### src/rtl/mem_access_ctrl.sv
// Initiator-side controller for the 16x8 data memory: single writes and 1..16 beat
// burst reads, one response beat per read address with at most one beat outstanding.
module mem_access_ctrl #(
    parameter int ADDR_W = 4,
    parameter int DATA_W = 8,
    parameter int RD_LAT = 1
) (
    input  logic              clk,
    input  logic              rst,
    input  logic              req_valid,
    output logic              req_ready,
    input  logic              req_we,
    input  logic [ADDR_W-1:0] req_addr,
    input  logic [DATA_W-1:0] req_wdata,
    input  logic [3:0]        req_len,
    output logic              rsp_valid,
    input  logic              rsp_ready,
    output logic [ADDR_W-1:0] rsp_addr,
    output logic [DATA_W-1:0] rsp_data,
    output logic              busy,
    output logic              mem_w,
    output logic              mem_r,
    output logic [ADDR_W-1:0] mem_address,
    output logic [DATA_W-1:0] mem_dataIn,
    input  logic [DATA_W-1:0] mem_dataOut
);

    typedef enum logic [2:0] {IDLE, WRITE, READ, WAIT, RESP} state_t;

    localparam int LAT_W = 2;

    state_t            state_reg, state_next;
    logic [ADDR_W-1:0] cur_addr_reg;
    logic [DATA_W-1:0] wdata_reg;
    logic [3:0]        beats_left_reg;
    logic [LAT_W-1:0]  lat_cnt_reg;
    logic [ADDR_W-1:0] rsp_addr_reg;
    logic [DATA_W-1:0] rsp_data_reg;

    // The address/data pins are the working registers themselves, so they hold between accesses.
    assign mem_address = cur_addr_reg;
    assign mem_dataIn  = wdata_reg;
    assign rsp_addr    = rsp_addr_reg;
    assign rsp_data    = rsp_data_reg;

    always_comb begin
        state_next = state_reg;
        req_ready  = 1'b0;
        mem_w      = 1'b0;
        mem_r      = 1'b0;
        rsp_valid  = 1'b0;
        busy       = (state_reg != IDLE);
        case (state_reg)
            IDLE: begin
                req_ready = !rst;
                if (req_valid) begin
                    state_next = req_we ? WRITE : READ;
                end
            end
            WRITE: begin
                mem_w      = 1'b1;
                state_next = IDLE;
            end
            READ: begin
                mem_r      = 1'b1;
                state_next = WAIT;
            end
            WAIT: begin
                if (lat_cnt_reg == '0) begin
                    state_next = RESP;
                end
            end
            RESP: begin
                rsp_valid = 1'b1;
                if (rsp_ready) begin
                    state_next = (beats_left_reg == 4'd0) ? IDLE : READ;
                end
            end
            default: state_next = IDLE;
        endcase
    end

    always_ff @(posedge clk or posedge rst) begin
        if (rst) begin
            state_reg      <= IDLE;
            cur_addr_reg   <= '0;
            wdata_reg      <= '0;
            beats_left_reg <= '0;
            lat_cnt_reg    <= '0;
            rsp_addr_reg   <= '0;
            rsp_data_reg   <= '0;
        end else begin
            state_reg <= state_next;
            case (state_reg)
                IDLE: begin
                    if (req_valid) begin
                        cur_addr_reg   <= req_addr;
                        beats_left_reg <= req_len;
                        // Write data only moves on writes so mem_dataIn stays quiet during reads.
                        if (req_we) begin
                            wdata_reg <= req_wdata;
                        end
                    end
                end
                READ: begin
                    lat_cnt_reg <= LAT_W'(RD_LAT - 1);
                end
                WAIT: begin
                    if (lat_cnt_reg == '0) begin
                        rsp_data_reg <= mem_dataOut;
                        rsp_addr_reg <= cur_addr_reg;
                    end else begin
                        lat_cnt_reg <= lat_cnt_reg - 1'b1;
                    end
                end
                RESP: begin
                    if (rsp_ready && beats_left_reg != 4'd0) begin
                        cur_addr_reg   <= cur_addr_reg + 1'b1;
                        beats_left_reg <= beats_left_reg - 1'b1;
                    end
                end
                default: ;
            endcase
        end
    end

endmodule
### config.mk
export PLATFORM = sky130hd
export DESIGN_NAME = mem_access_ctrl
export DESIGN_NICKNAME = d
export VERILOG_FILES = /design/src/rtl/mem_access_ctrl.sv
export SDC_FILE = /design/constraint.sdc
export NUM_CORES = 1
export LEC_CHECK = 0
export CELL_PAD_IN_SITES_DETAIL_PLACEMENT = 1
export CELL_PAD_IN_SITES_GLOBAL_PLACEMENT = 2
export CORE_ASPECT_RATIO = 2
export CORE_MARGIN = 2
export CORE_UTILIZATION = 29
export DETAILED_ROUTE_END_ITERATION = 6
export MAX_ROUTING_LAYER = met4
export PLACE_DENSITY = 0.86
export SLEW_MARGIN = 20
export SYNTH_ARGS = -nofsm -noshare
export SYNTH_HDL_FRONTEND = slang
export SYNTH_SLANG_ARGS = --single-unit
### constraint.sdc
create_clock -name clk -period 2.9 [get_ports clk]
set_input_delay 0.435 -clock clk [delete_from_list [all_inputs] [get_ports clk]]
set_output_delay 0.435 -clock clk [all_outputs]
set_load 0.02 [all_outputs]
==> flow_metrics.env <==
export IMPL_drc_errors=0
export IMPL_cp_arrival_ps=2070
export IMPL_io_buffers=57
export IMPL_synth_area_per_cell_um2=11.4
export IMPL_drv_cap=0
export IMPL_numCtsBuffers=5
export IMPL_numClockSinks=33
export IMPL_final_cell_mix="57 x clkdlybuf4s50_1, 33 x dfrtp_1, 16 x mux2_1"
export IMPL_synth_ff_latch_count=33
export IMPL_critPathKind="reg -> out"
export IMPL_crit_fanout=15
export IMPL_finalMaxSlewViolations=0
export IMPL_p_per_area_nw_per_um2=1120
export IMPL_grt_start_max_net_pins=34
export IMPL_synthCells=142
export IMPL_rsz0062_at_grt="no"
export IMPL_grtUsageTotal=0.164
export IMPL_clockBufferDepth=2
export IMPL_finalHoldViolCount=0
export IMPL_htreeDepth=2
export IMPL_initial_core_util=0.299
export IMPL_period_minus_slack_ps=2510
export IMPL_rows=38
export IMPL_cts_resized_gates=0
export IMPL_final_common_cell="clkdlybuf4s50_1"
export IMPL_hold_path_class="reg -> reg"
export IMPL_cts_clk_slew_worst_paths_ps=70
export IMPL_crit_required_ps=2470
export IMPL_grt_overflow=0
export IMPL_nFillCells=609
export IMPL_viasPerCell=5.24
export IMPL_routed_wl_mm=4.55
export IMPL_synth_main_ff_cell="dfrtp_1"
export IMPL_cts_tree="done"
export IMPL_worst_pin_slew_ps=621
export IMPL_drtIter0Drc=21
export IMPL_fin_tns_setup_ps=0
export IMPL_post_cts_buffers=0
export IMPL_cp_end_kind="output pin"
export IMPL_core_um2=5420
export IMPL_die_w_um=56.8
export IMPL_grt_pass1_vias=1400
export IMPL_syn_num_nets=174
export IMPL_synth_edff_count=0
export IMPL_cts_root_buf="clkbuf_8"
export IMPL_fp_dieH_um=110
export IMPL_ios=58
export IMPL_clock_latency_ps=290
export IMPL_ctsHoldBuffers=0
export IMPL_gp_congestion=0.757
export IMPL_status="finished, final reports clean"
export IMPL_die_area_um2=6230
export IMPL_yosysWarnings=0
export IMPL_wl_per_cell_um=17.6
export IMPL_antenna_found_initial=0
export IMPL_layout_drive_gt1_share=0.116
export IMPL_leakage_nw=0.938
export IMPL_nets=230
export IMPL_grt_pass1_wl_mm=7.47
export IMPL_fin_util=0.434
export IMPL_fmax_mhz=399
export IMPL_first_pass_iters=4
export IMPL_period_share=0.865
export IMPL_final_cell_area_um2=2350
export IMPL_dpl_instance_area_um2=2230
export IMPL_yosysUniqueCellTypes=40
export IMPL_antenna_left=0
export IMPL_setup_viol=0
export IMPL_async_reset_ff_frac=1.00
export IMPL_vias=1356
export IMPL_start_kind="flip-flop"
export IMPL_syn_area_um2=1620
export IMPL_clock_skew_ps=3.59
export IMPL_diodes=0
export IMPL_seq_area_frac_synth=0.510
export IMPL_hpwl_mm=3.45
export IMPL_area_growth_pct=45.1
export IMPL_ir_drop_mv=0.551
export IMPL_max_slew_margin=0.580
area by class of cell:
type	instances	area [um2]	share of cell area
timing repair buffer	58	578	0.246
sequential	33	826	0.351
tap	60	75.1	0.0319
inverter	8	30.0	0.0128
clock buffer	6	82.6	0.0351
multi-input combinational	92	721	0.307
clock inverter	2	37.5	0.0160
final timing paths:
path                            slack, ps           endpoint              start  cells past startpoint
worst max register to register       1000  beats_left_reg[0]  beats_left_reg[0]                      5
max in group asynchronous            2020        rsp_data[0]                rst                      3
worst min-delay path                  490      mem_dataIn[4]      mem_dataIn[4]                      1
worst max-delay path                  390          rsp_valid       state_reg[0]                      3
min in group asynchronous             570  beats_left_reg[3]                rst                      3
worst min register to register        490      mem_dataIn[4]      mem_dataIn[4]                      1
synth_stat cells (3+ instances only):
cell	n	area [um2]
clkbuf_1	7	26.3
inv_1	7	26.3
ha_1	3	37.5
nand2_1	7	26.3
nand4_1	4	25.0
nor4b_1	4	35.0
nor2_1	9	33.8
nand3_1	4	20.0
nor4_1	3	18.8
o21ai_0	4	20.0
nand2b_1	3	18.8
nor3b_1	3	22.5
mux2_2	4	45.0
dfrtp_1	33	826
o221a_2	4	45.0
mux2_1	16	180
logic make-up (layout without fill, tap and decap cells):
| family | Yosys count | in the layout | synth area share |
|---|---|---|---|
| buf+inv | 17 | 74 | 0.0448 |
| compound gates | 23 | 23 | 0.114 |
| flops | 33 | 33 | 0.510 |
| simple gates | 45 | 45 | 0.163 |
| fa+ha+maj | 3 | 3 | 0.0232 |
| mux | 21 | 21 | 0.145 |
power by group:
group / internal [mW] / switching [mW] / total, mW
sequential: 0.679 / 0.213 / 0.893
combinational: 0.652 / 0.633 / 1.29
clock: 0.279 / 0.180 / 0.459
metal layers:
| metal | wire [um] | up-vias | share of wire | track usage |
|---|---|---|---|---|
| li1 | - | 630 | - | - |
| met1 | 1600 | 693 | 0.35 | 0.169 |
| met2 | 2730 | 27 | 0.60 | 0.300 |
| met3 | 131 | 6 | 0.029 | 0.0259 |
| met4 | 88 | 0 | 0.019 | 0.0748 |
| met5 | 0 | - | 0 | - |
critical path, stage by stage, from the launching register on:
cell             delay, ps
dfrtp_1                540
or3b_4                 460
inv_2                  150
clkdlybuf4s50_1        640
stage by stage:
step	power [mW]	cells	worst slack, ps	hold WS [ps]
after floorplan	1.61	142	1170	496
after global placement	2.18	251	723	468
after detailed placement	2.21	251	684	478
after CTS	2.69	259	358	495
after global routing	2.81	259	260	508
final	2.64	259	392	490
Note: power is estimated with default switching activity, not from simulation.
